`src/rtl/apb_master_bridge.sv`:
```
// APB master bridge: turns a single core load/store request into one APB
// transfer to one of NUM_SLAVES equally sized windows above BASE_ADDR, with
// byte-lane steering for stores and extraction/extension for loads.
module apb_master_bridge #(
    parameter int unsigned NUM_SLAVES    = 4,
    parameter logic [31:0] BASE_ADDR     = 32'h1000_0000,
    parameter int unsigned SLV_SIZE_LOG2 = 12,
    parameter int unsigned TIMEOUT       = 16
) (
    input  logic                       i_clk,
    input  logic                       i_rst,
    input  logic                       i_req,
    input  logic                       i_we,
    input  logic [31:0]                i_addr,
    input  logic [31:0]                i_wdata,
    input  logic [2:0]                 i_funct3,
    output logic                       o_stall,
    output logic                       o_done,
    output logic                       o_err,
    output logic [31:0]                o_rdata,
    output logic [31:0]                o_paddr,
    output logic [NUM_SLAVES-1:0]      o_psel,
    output logic                       o_penable,
    output logic                       o_pwrite,
    output logic [31:0]                o_pwdata,
    output logic [3:0]                 o_pstrb,
    input  logic [32*NUM_SLAVES-1:0]   i_prdata,
    input  logic [NUM_SLAVES-1:0]      i_pready,
    input  logic [NUM_SLAVES-1:0]      i_pslverr
);

    localparam int unsigned IdxW = (NUM_SLAVES > 1) ? $clog2(NUM_SLAVES) : 1;
    localparam int unsigned CntW = $clog2(TIMEOUT + 1);

    typedef enum logic [1:0] {StIdle, StSetup, StAccess, StResp} state_e;

    state_e            state_q, state_d;
    logic [31:0]       addr_q, addr_d;
    logic [31:0]       wdata_q, wdata_d;
    logic [31:0]       rdata_q, rdata_d;
    logic              we_q, we_d;
    logic [2:0]        funct3_q, funct3_d;
    logic [IdxW-1:0]   idx_q, idx_d;
    logic              err_q, err_d;
    logic [CntW-1:0]   cnt_q, cnt_d;

    logic [31:0]       offset;
    logic [31:0]       slot;
    logic              decode_err;
    logic              misalign_err;
    logic              funct3_err;
    logic              req_err;

    logic [NUM_SLAVES-1:0] psel_onehot;
    logic [31:0]       sel_prdata;
    logic              sel_pready;
    logic              sel_pslverr;

    logic [31:0]       st_wdata;
    logic [3:0]        st_strb;
    logic [31:0]       ld_shift;
    logic [31:0]       ld_data;

    // Decode the incoming request: slave slot, alignment and size/sign legality
    always_comb begin
        offset       = i_addr - BASE_ADDR;
        slot         = offset >> SLV_SIZE_LOG2;
        decode_err   = (i_addr < BASE_ADDR) || (slot >= 32'(NUM_SLAVES));
        misalign_err = ((i_funct3[1:0] == 2'b01) && i_addr[0]) ||
                       ((i_funct3[1:0] == 2'b10) && (i_addr[1:0] != 2'b00));
        case (i_funct3)
            3'b000, 3'b001, 3'b010: funct3_err = 1'b0;
            3'b100, 3'b101:         funct3_err = i_we;  // unsigned stores do not exist
            default:                funct3_err = 1'b1;
        endcase
        req_err = decode_err || misalign_err || funct3_err;
    end

    // One-hot select and response mux for the latched slave index
    always_comb begin
        psel_onehot = '0;
        sel_prdata  = '0;
        sel_pready  = 1'b0;
        sel_pslverr = 1'b0;
        for (int k = 0; k < NUM_SLAVES; k++) begin
            if (idx_q == IdxW'(k)) begin
                psel_onehot[k] = 1'b1;
                sel_prdata     = i_prdata[32*k +: 32];
                sel_pready     = i_pready[k];
                sel_pslverr    = i_pslverr[k];
            end
        end
    end

    // Store lane steering; loads drive no strobes and no data
    always_comb begin
        st_wdata = '0;
        st_strb  = '0;
        if (we_q) begin
            case (funct3_q[1:0])
                2'b00: begin
                    st_strb  = 4'b0001 << addr_q[1:0];
                    st_wdata = {4{wdata_q[7:0]}};
                end
                2'b01: begin
                    st_strb  = addr_q[1] ? 4'b1100 : 4'b0011;
                    st_wdata = {2{wdata_q[15:0]}};
                end
                default: begin
                    st_strb  = 4'b1111;
                    st_wdata = wdata_q;
                end
            endcase
        end
    end

    // Load extraction: move the addressed byte/halfword to bit 0, then extend
    always_comb begin
        ld_shift = rdata_q >> {addr_q[1:0], 3'b000};
        case (funct3_q)
            3'b000:  ld_data = {{24{ld_shift[7]}}, ld_shift[7:0]};
            3'b100:  ld_data = {24'h0, ld_shift[7:0]};
            3'b001:  ld_data = {{16{ld_shift[15]}}, ld_shift[15:0]};
            3'b101:  ld_data = {16'h0, ld_shift[15:0]};
            default: ld_data = rdata_q;
        endcase
    end

    // Next-state logic for the transfer FSM and its request registers
    always_comb begin
        state_d  = state_q;
        addr_d   = addr_q;
        wdata_d  = wdata_q;
        rdata_d  = rdata_q;
        we_d     = we_q;
        funct3_d = funct3_q;
        idx_d    = idx_q;
        err_d    = err_q;
        cnt_d    = cnt_q;
        case (state_q)
            StIdle: begin
                if (i_req) begin
                    addr_d   = i_addr;
                    wdata_d  = i_wdata;
                    we_d     = i_we;
                    funct3_d = i_funct3;
                    idx_d    = slot[IdxW-1:0];
                    err_d    = req_err;
                    rdata_d  = '0;
                    state_d  = req_err ? StResp : StSetup;
                end
            end
            StSetup: begin
                cnt_d   = '0;
                state_d = StAccess;
            end
            StAccess: begin
                if (sel_pready) begin
                    rdata_d = sel_prdata;
                    err_d   = sel_pslverr;
                    state_d = StResp;
                end else if (cnt_q >= CntW'(TIMEOUT - 1)) begin
                    // TIMEOUT access cycles without pready: abandon the transfer
                    err_d   = 1'b1;
                    state_d = StResp;
                end else if (cnt_q != '1) begin
                    cnt_d = cnt_q + 1'b1;
                end
            end
            StResp: begin
                state_d = StIdle;
            end
            default: state_d = StIdle;
        endcase
    end

    // State and request registers with synchronous active-low reset
    always_ff @(posedge i_clk) begin
        if (!i_rst) begin
            state_q  <= StIdle;
            addr_q   <= '0;
            wdata_q  <= '0;
            rdata_q  <= '0;
            we_q     <= 1'b0;
            funct3_q <= '0;
            idx_q    <= '0;
            err_q    <= 1'b0;
            cnt_q    <= '0;
        end else begin
            state_q  <= state_d;
            addr_q   <= addr_d;
            wdata_q  <= wdata_d;
            rdata_q  <= rdata_d;
            we_q     <= we_d;
            funct3_q <= funct3_d;
            idx_q    <= idx_d;
            err_q    <= err_d;
            cnt_q    <= cnt_d;
        end
    end

    // Core-side and APB outputs decoded from the current state
    always_comb begin
        o_stall   = 1'b0;
        o_done    = 1'b0;
        o_err     = 1'b0;
        o_rdata   = '0;
        o_paddr   = '0;
        o_psel    = '0;
        o_penable = 1'b0;
        o_pwrite  = 1'b0;
        o_pwdata  = '0;
        o_pstrb   = '0;
        case (state_q)
            StIdle: o_stall = i_req & i_rst;  // held low while reset is applied
            StSetup, StAccess: begin
                o_stall   = 1'b1;
                o_psel    = psel_onehot;
                o_penable = (state_q == StAccess);
                o_paddr   = {addr_q[31:2], 2'b00};
                o_pwrite  = we_q;
                o_pwdata  = st_wdata;
                o_pstrb   = st_strb;
            end
            StResp: begin
                o_done  = 1'b1;
                o_err   = err_q;
                o_rdata = (err_q || we_q) ? 32'h0 : ld_data;
            end
            default: ;
        endcase
    end

endmodule

```
`config.mk`:
```
export PLATFORM = sky130hd
export DESIGN_NAME = apb_master_bridge
export DESIGN_NICKNAME = d
export VERILOG_FILES = /design/src/rtl/apb_master_bridge.sv
export SDC_FILE = /design/constraint.sdc
export NUM_CORES = 1
export LEC_CHECK = 0
export CORE_ASPECT_RATIO = 2
export CORE_UTILIZATION = 45
export DETAILED_ROUTE_END_ITERATION = 6
export PLACE_DENSITY_LB_ADDON = 0.08
export SETUP_SLACK_MARGIN = 0.5
export SLEW_MARGIN = 20
export SYNTH_ARGS = -nofsm -noshare
export SYNTH_HDL_FRONTEND = slang
export SYNTH_SLANG_ARGS = --single-unit
```
`constraint.sdc`:
```
create_clock -name i_clk -period 6.25 [get_ports i_clk]
set_input_delay 1.25 -clock i_clk [delete_from_list [all_inputs] [get_ports i_clk]]
set_output_delay 1.25 -clock i_clk [all_outputs]
set_load 0.01 [all_outputs]
```
# Word-level counts from Yosys, hierarchy flattened
# Cells that the tools add are included.
[classes]
bitwise = 1
n_mux = 50
n_addsub = 2
n_reduce_logical = 23
shift = 2
order_cmp = 3
eq_ne = 23
[op_table]
columns = ["operator", "count"]
rows = [
  ["$mux 32", 11],
  ["$pmux 32 s2", 2],
  ["$pmux 32 s4", 1],
  ["$lt 32x29->1 const B", 1],
  ["$shr 32x5->16", 1],
  ["$sub 32x29->32 const B", 1],
  ["$ge 20x3->1 const B", 1],
  ["$mux 1", 19],
  ["$mux 4", 4],
  ["$mux 5", 3],
  ["$eq 3x3->1 const B", 4],
  ["$eq 2x2->1 const B", 5],
  ["$ne 2x2->1 const B", 5],
  ["$pmux 5 s2", 1],
  ["$eq 2x1->1 const B", 4],
  ["$mux 2", 4],
  ["$pmux 2 s4", 1],
  ["$pmux 4 s2", 1],
  ["$eq 3x1->1 const B", 2],
  ["$logic_not 2->1", 3],
  ["$logic_not 3->1", 2],
  ["$pmux 1 s2", 3],
  ["$reduce_and 3->1", 2],
  ["$reduce_bool 2->1", 3],
  ["13 further kinds", 20],
]
[word_totals]
register_bits = 110
output_inout_bits = 109

# Logic depth before layout (Yosys ltp)
# Gate-level depths: netlist (run 1).
[logic_depth]
depth_word = 8
ltp_mapped = 9
ltp_nobuf = 7

# Worst setup path after synthesis (run 1)
# Ideal clock, no wire load.
[synth_path]
path_type = "input to output"
startpoint = "in i_rst"
endpoint = "out o_stall"
stages = 5
setup_slack_ns = 2.676
arrival_time_ns = 2.324
path_cell_list = "clkbuf_1 clkbuf_1 buf_1 a21oi_1 nor2_1"
[synth_between]
elab_chain_cells = 2
[synth_rtl]
columns = ["item", "line_no", "rtl"]
rows = [
  ["start: declaration", "11", "input logic i_rst,"],
  ["$and 1x1->1", "215", "StIdle: o_stall = i_req & i_rst;"],
  ["$pmux 1 s2", "214", "case (state_q)"],
  ["end: declaration", "17", "output logic o_stall,"],
]
# Every way passes these cells.

# Final worst setup path (run 1)
[layout_path]
startpoint = "reg addr_q[1]"
endpoint = "out o_rdata[27]"
[layout_between]
elab_chain_cells = 4
[layout_rtl]
columns = ["item", "line_no", "rtl"]
rows = [
  ["start: declaration", "38", "logic [31:0] addr_q, addr_d;"],
  ["start signal: assignment", "191", "addr_q <= addr_d;"],
  ["$shr 32x5->16", "119", "ld_shift = rdata_q >> {addr_q[1:0], 3'b000};"],
  ["$pmux 32 s4", "120", "case (funct3_q)"],
  ["$mux 32", "228", "o_rdata = (err_q || we_q) ? 32'h0 : ld_data;"],
  ["$mux 32", "214", ""],
  ["end: declaration", "20", "output logic [31:0] o_rdata,"],
]
# Every way passes these cells.

==> impl_results.md, run 1 <==
* Status: finished, violations left
* Failing checks: DRC
* FF+latch count, synth at 108
* CTS tree: built
* Place WS at 2.123 ns
* Clock slew seen by the registers of the worst setup and hold paths at 0.07 ns
* Total wire length at 22390 µm
* Worst-case clock buffer depth at 2
* Clk sink count at 108
* Die footprint at 15110 µm²
* Resized cells post-CTS at 0
* Worst hold path class: flip-flop to flip-flop
* Hold-fix buffers, CTS at 0
* Arr. time, crit path at 3.27 ns
* Post-DP Area at 9698 µm²
* Worst setup path class: flip-flop to primary output
* Register area at 2166 µm²
* Initial Utilization at 46.02%
* Synth Flop Type: dfxtp_1
* Pre-Repair DR Iteration Count at 7
* Synth Area per Inst at 8.263 µm²
* GRT overflow at 0
* Top post-synthesis cells by area: dfxtp_1 (33%), mux4_2 (12%), nand2_1 (9.9%)
* RSZ-0062 raised after global routing: false
* Fillcell total at 1233
* Fin nets at 1266
* Core ar. at 14270 µm²
* Routed Antenna Nets at 0
* Slew Limit Fails at 0
* Post-synth EDFFs at 0
* Synth cell count leaders: nand2_1 (173), dfxtp_1 (108), a21boi_0 (69)
* Initial antenna violation count at 1
* Post-DP HPWL at 16770 µm
* Placer Congestion at 0.8830
* Syn-to-layout area delta at 52.32%
* IO buf count at 313
* Largest net degree at the start of global routing at 109
* Post-synth ARST share at 0%
* Final Hold Vio Count at 0
* Setup Skew at 0.01010 ns
* Setup TNS at 0 ns
* Max cap viols at 0
* Slew @ Worst Pin at 1.065 ns
* Cell Rows at 62
* Share of the synthesized area in the top cell type at 32.91%
* DR iter-0 viols at 368
* Vias at 6898
* DR vias/cell at 5.532
* Startpoint types: flip-flop
* # setup viols final at 0
* Final Cell Area at 10010 µm²
* Critical Path End Type: primary output
* Ports at 316
* # H-tree levels at 3
* Die H at 172.9 µm
* Tot GR Track Use at 29.76%
* Die Width at 87.43 µm
* Most numerous cell in the Yosys netlist: nand2_1
* Pleak at 3.409 nW
* Post-Syn Instances at 795
* Root Buffer: clkbuf_16
* Ys Warns at 0
* Max VDD drop at 0.2075 mV
* TritonCTS Buffers at 9
* Area of the mapped netlist at 6569 µm²
* Fin crit period at 4.521 ns
* Seq/Total Area, Yosys at 32.91%
* Footprint of the multi-input gates at 4063 µm²
* Cell taking the most area after synthesis: dfxtp_1
* Fmax achieved at 221.2 MHz
* Worst path required time at 5.00 ns
* CP max FO at 28
* Post-CTS Repair Setup Buffers at 0
* Number of global-route vias before repair at 6856
* Rel. slew slack at 28.89%
* Setup ws final at 1.729 ns
* Total power at 2.587 mW
* Tcrit/Tclk final at 72.33%
* Drt drc at 11
* Worst hold slack at 0.4638 ns
* Clk Latency, worst-skew pair at 0.34 ns
* Share of layout cells above drive strength 1 at 6.641%
* First-pass GRT wire length at 35070 µm
* Power Dens Cells at 258.6 nW/µm²
* Yosys cell types at 49
* Drt wl/cell at 17.95 µm
## worst max-delay path, stage by stage (launching register included)
cell,delay [ns]
dfxtp_1,0.95
mux2i_1,0.30
o21ai_0,0.14
mux2i_1,0.76
o21ai_0,0.25
clkdlybuf4s50_1,0.54
## sequential cells by signal, summed over array words and instances (netlist names)
name	flops
we_q	1
wdata_q	32
err_q	1
state_q	2
funct3_q	3
cnt_q	5
addr_q	32
rdata_q	32
## where the power goes
group	internal (mW)	switching (mW)
clock	0.348	0.254
sequential	0.799	0.136
combinational	0.492	0.558
## path summary, 6_finish.rpt
check,start,slack [ns],end,cells past startpoint
setup / recovery,addr_q[1],1.73,o_rdata[27],5
hold / removal,addr_q[18],0.46,addr_q[18],2
setup reg to reg,addr_q[13],2.88,rdata_q[30],4
hold reg to reg,addr_q[18],0.46,addr_q[18],2
## kinds of logic (layout without fill, tap and decap cells)
family	count (synthesis)	after routing	share of synthesized area [%]
mux	62	62	16.06
buf+inv	89	347	5.352
flops	108	108	32.91
simple gates	330	330	23.30
other cells	1	3	0.05709
fa+ha+maj	8	8	1.524
compound gates	197	197	20.80
## metrics by stage
stage	util [%]	std cells
floorplan	-	796
global placement	67.94	1232
detailed placement	67.94	1232
CTS	70.08	1246
global route	70.10	1247
finish	70.10	1247
## layer usage
| layer | vias to the layer above | global-route usage [%] | routed length [µm] |
|---|---|---|---|
| met5 | - | 0 | 0 |
| met4 | 0 | 12.50 | 759 |
| met3 | 46 | 4.964 | 1502 |
| met2 | 299 | 54.79 | 11970 |
| met1 | 3224 | 32.46 | 8154 |
| li1 | 3329 | - | - |
## placed cells by master (no fill, tap or decap), types with 30 or more instances in the layout
cell and n:
a21boi_0 69, clkdlybuf4s50_1 312, a21oi_1 34, nand3_1 30, o21ai_0 44, mux4_2 34
dfxtp_1 105, nand2_1 172, nor2_1 40, and2_1 33
## final cells by class
cell class / count / share of cell area (%)
multi-input cells: 599 / 40.60
repair buffers: 320 / 31.79
flip-flops and latches: 108 / 21.65
well taps: 192 / 2.401
clock buffers: 10 / 2.288
clock inverters: 4 / 0.7628
inverters: 13 / 0.4877
diodes: 1 / 0.02501
No activity file was read; power rests on OpenSTA's default activity.
==> run 2, diff against run 1 <==
CORE_UTILIZATION = 42   (was 45)
clock period = 4.4 ns   (was 6.25 ns; I/O delays follow)
==> run 2 against run 1 <==
Effect of this change: the flow now finishes without violations; die area up 7.0%; register-to-register slack worse by 1.2 ns; critical path depth fell by 1; power increased by 39%; combinational power grew 47%; sequential power rose by 39%; largest cell class unchanged.
==> impl_results.md, run 2 (synthesized netlist as in run 1, its figures left out) <==
* Share of layout cells above drive strength 1 at 7.446%
* Critical Path End Type: primary output
* RSZ-0062 raised after global routing: true
* Busiest grt layer: met2
* Status: finished, final reports clean
* Worst path required time at 3.52 ns
* Rel. slew slack at 27.73%
* Placer Congestion at 0.8905
* Cell Rows at 64
* Largest net degree at the start of global routing at 82
* Drt wl/cell at 18.08 µm
* Drt drc at 0
* Worst-case clock buffer depth at 2
* Pre-Repair DR Iteration Count at 5
* Power Dens Cells at 358.6 nW/µm²
* Switching pwr at 1.362 mW
* Tot GR Track Use at 27.41%
* Top flop regs: addr_q x32, rdata_q x32, wdata_q x32
* Critical path buffer and inverter count at 1
* Total wire length at 22770 µm
* CP delay by family, top: buffers and inverters
* Vias at 6868
* Clock slew seen by the registers of the worst setup and hold paths at 0.07 ns
* Worst stage delay on the critical path at 0.67 ns
* Final Hold Vio Count at 0
* Worst setup path class: flip-flop to primary output
* Fillcell total at 1344
* Startpoint types: flip-flop
* TritonCTS Buffers at 9
* Int Power at 2.234 mW
* Commonest non-fill, non-tap cell in the layout: clkdlybuf4s50_1
* Die H at 178.9 µm
* Initial Utilization at 42.95%
* Die footprint at 16170 µm²
* Slew @ Worst Pin at 1.081 ns
* # setup viols final at 0
* DR iter-0 viols at 277
* Die Width at 90.43 µm
* Fmax achieved at 266.3 MHz
* Placed Cells at 1244
* Fin nets at 1272
* CTS tree: built
* Syn-to-layout area delta at 52.61%
* Clk sink count at 108
* Fin crit period at 3.756 ns
* Worst hold path class: flip-flop to flip-flop
* CP cell instances: ha_1, or3b_2, a2111oi_0, clkdlybuf4s50_1
* IO buf count at 313
* Setup TNS at 0 ns
* Max cap viols at 0
* CP max FO at 18
* Routed Antenna Nets at 0
* Hold-fix buffers, CTS at 0
* Clk Latency, worst-skew pair at 0.34 ns
* Ports at 316
* Arr. time, crit path at 2.88 ns
* Crit-path slowest cell: clkdlybuf4s50_1
* Number of global-route vias before repair at 6639
* First-pass GRT wire length at 34600 µm
* Initial antenna violation count at 0
* Core ar. at 15290 µm²
* DR vias/cell at 5.455
* Most frequent cells in the layout: clkdlybuf4s50_1 (312), nand2_1 (172), dfxtp_1 (105), a21boi_0 (69), o21ai_0 (44)
* Tcrit/Tclk final at 85.35%
* Slew Limit Fails at 0
* GRT overflow at 0
* GRT met2 Usage at 51.21%
* Pleak at 3.414 nW
* Max VDD drop at 0.2846 mV
* Met1 Use GR at 28.56%
* Net switching fraction of the power at 37.87%
* GR Util met3 at 6.149%
* Root Buffer: clkbuf_16
* Cell Count, Final, Fillers Out at 1259
* Comb pwr share at 42.9%
* Antenna Cells at 0
* Reg power frac at 36.1%
* # H-tree levels at 3
* Post-DP HPWL at 17310 µm
* Clock power share at 20.9%
* Setup Skew at 0.009713 ns
## run 2: final timing paths
kind                            startpoint     endpoint  slack (ns)  cells past startpoint
worst max-delay path            state_q[1]   o_rdata[4]        0.64                      4
worst min-delay path            addr_q[10]   addr_q[10]        0.46                      2
worst max register to register  addr_q[13]  rdata_q[31]        1.72                      5
worst min register to register  addr_q[10]   addr_q[10]        0.46                      2
## run 2: area by class of cell
| class | instances | area (µm²) | area share [%] |
|---|---|---|---|
| Clock buffer | 10 | 229.0 | 2.284 |
| Clock inverter | 5 | 38.79 | 0.3869 |
| Inverter | 13 | 48.80 | 0.4868 |
| Multi-Input combinational cell | 599 | 4069 | 40.59 |
| Sequential cell | 108 | 2166 | 21.61 |
| Tap cell | 198 | 247.7 | 2.471 |
| Timing Repair Buffer | 326 | 3226 | 32.18 |
## run 2: what timing repair did
item	4_1_cts	5_1_grt
endpoints found under the setup margin	0	17
resized for setup	0	3
buffers inserted	0	0
## run 2: tightest hold or removal path: stages (launching register included)
cell and delay, ns:
dfxtp_1 0.31, nand2_1 0.04, a21boi_0 0.06
## run 2: per-layer routing
layer,vias up,share of wire (%)
li1,3350,-
met1,3205,36
met2,269,53
met3,44,6.5
met4,0,4.3
met5,-,0
## run 2: per-stage QoR
step                hold WS [ns]  cell area [µm²]  utilization (%)  setup WS, ns  power [mW]
floorplan                 0.4356             6573                -         1.566       2.218
finish                    0.4591            10020            65.54        0.6444       3.595
global placement          0.4461             9751            63.75        0.9309       2.856
CTS                       0.4646            10020            65.50        0.5506       3.634
detailed placement        0.4541             9751            63.75        0.9237       2.878
global route              0.4855            10020            65.54        0.4997       3.820
## run 2: power groups by stage
stage,sequential [mW],clock (mW),combinational (mW)
2_1_floorplan,1.23,0,0.988
6_report,1.30,0.753,1.54
3_3_place_gp,1.32,0,1.54
3_5_place_dp,1.32,0,1.56
5_1_grt,1.32,0.804,1.69
4_1_cts,1.30,0.773,1.56
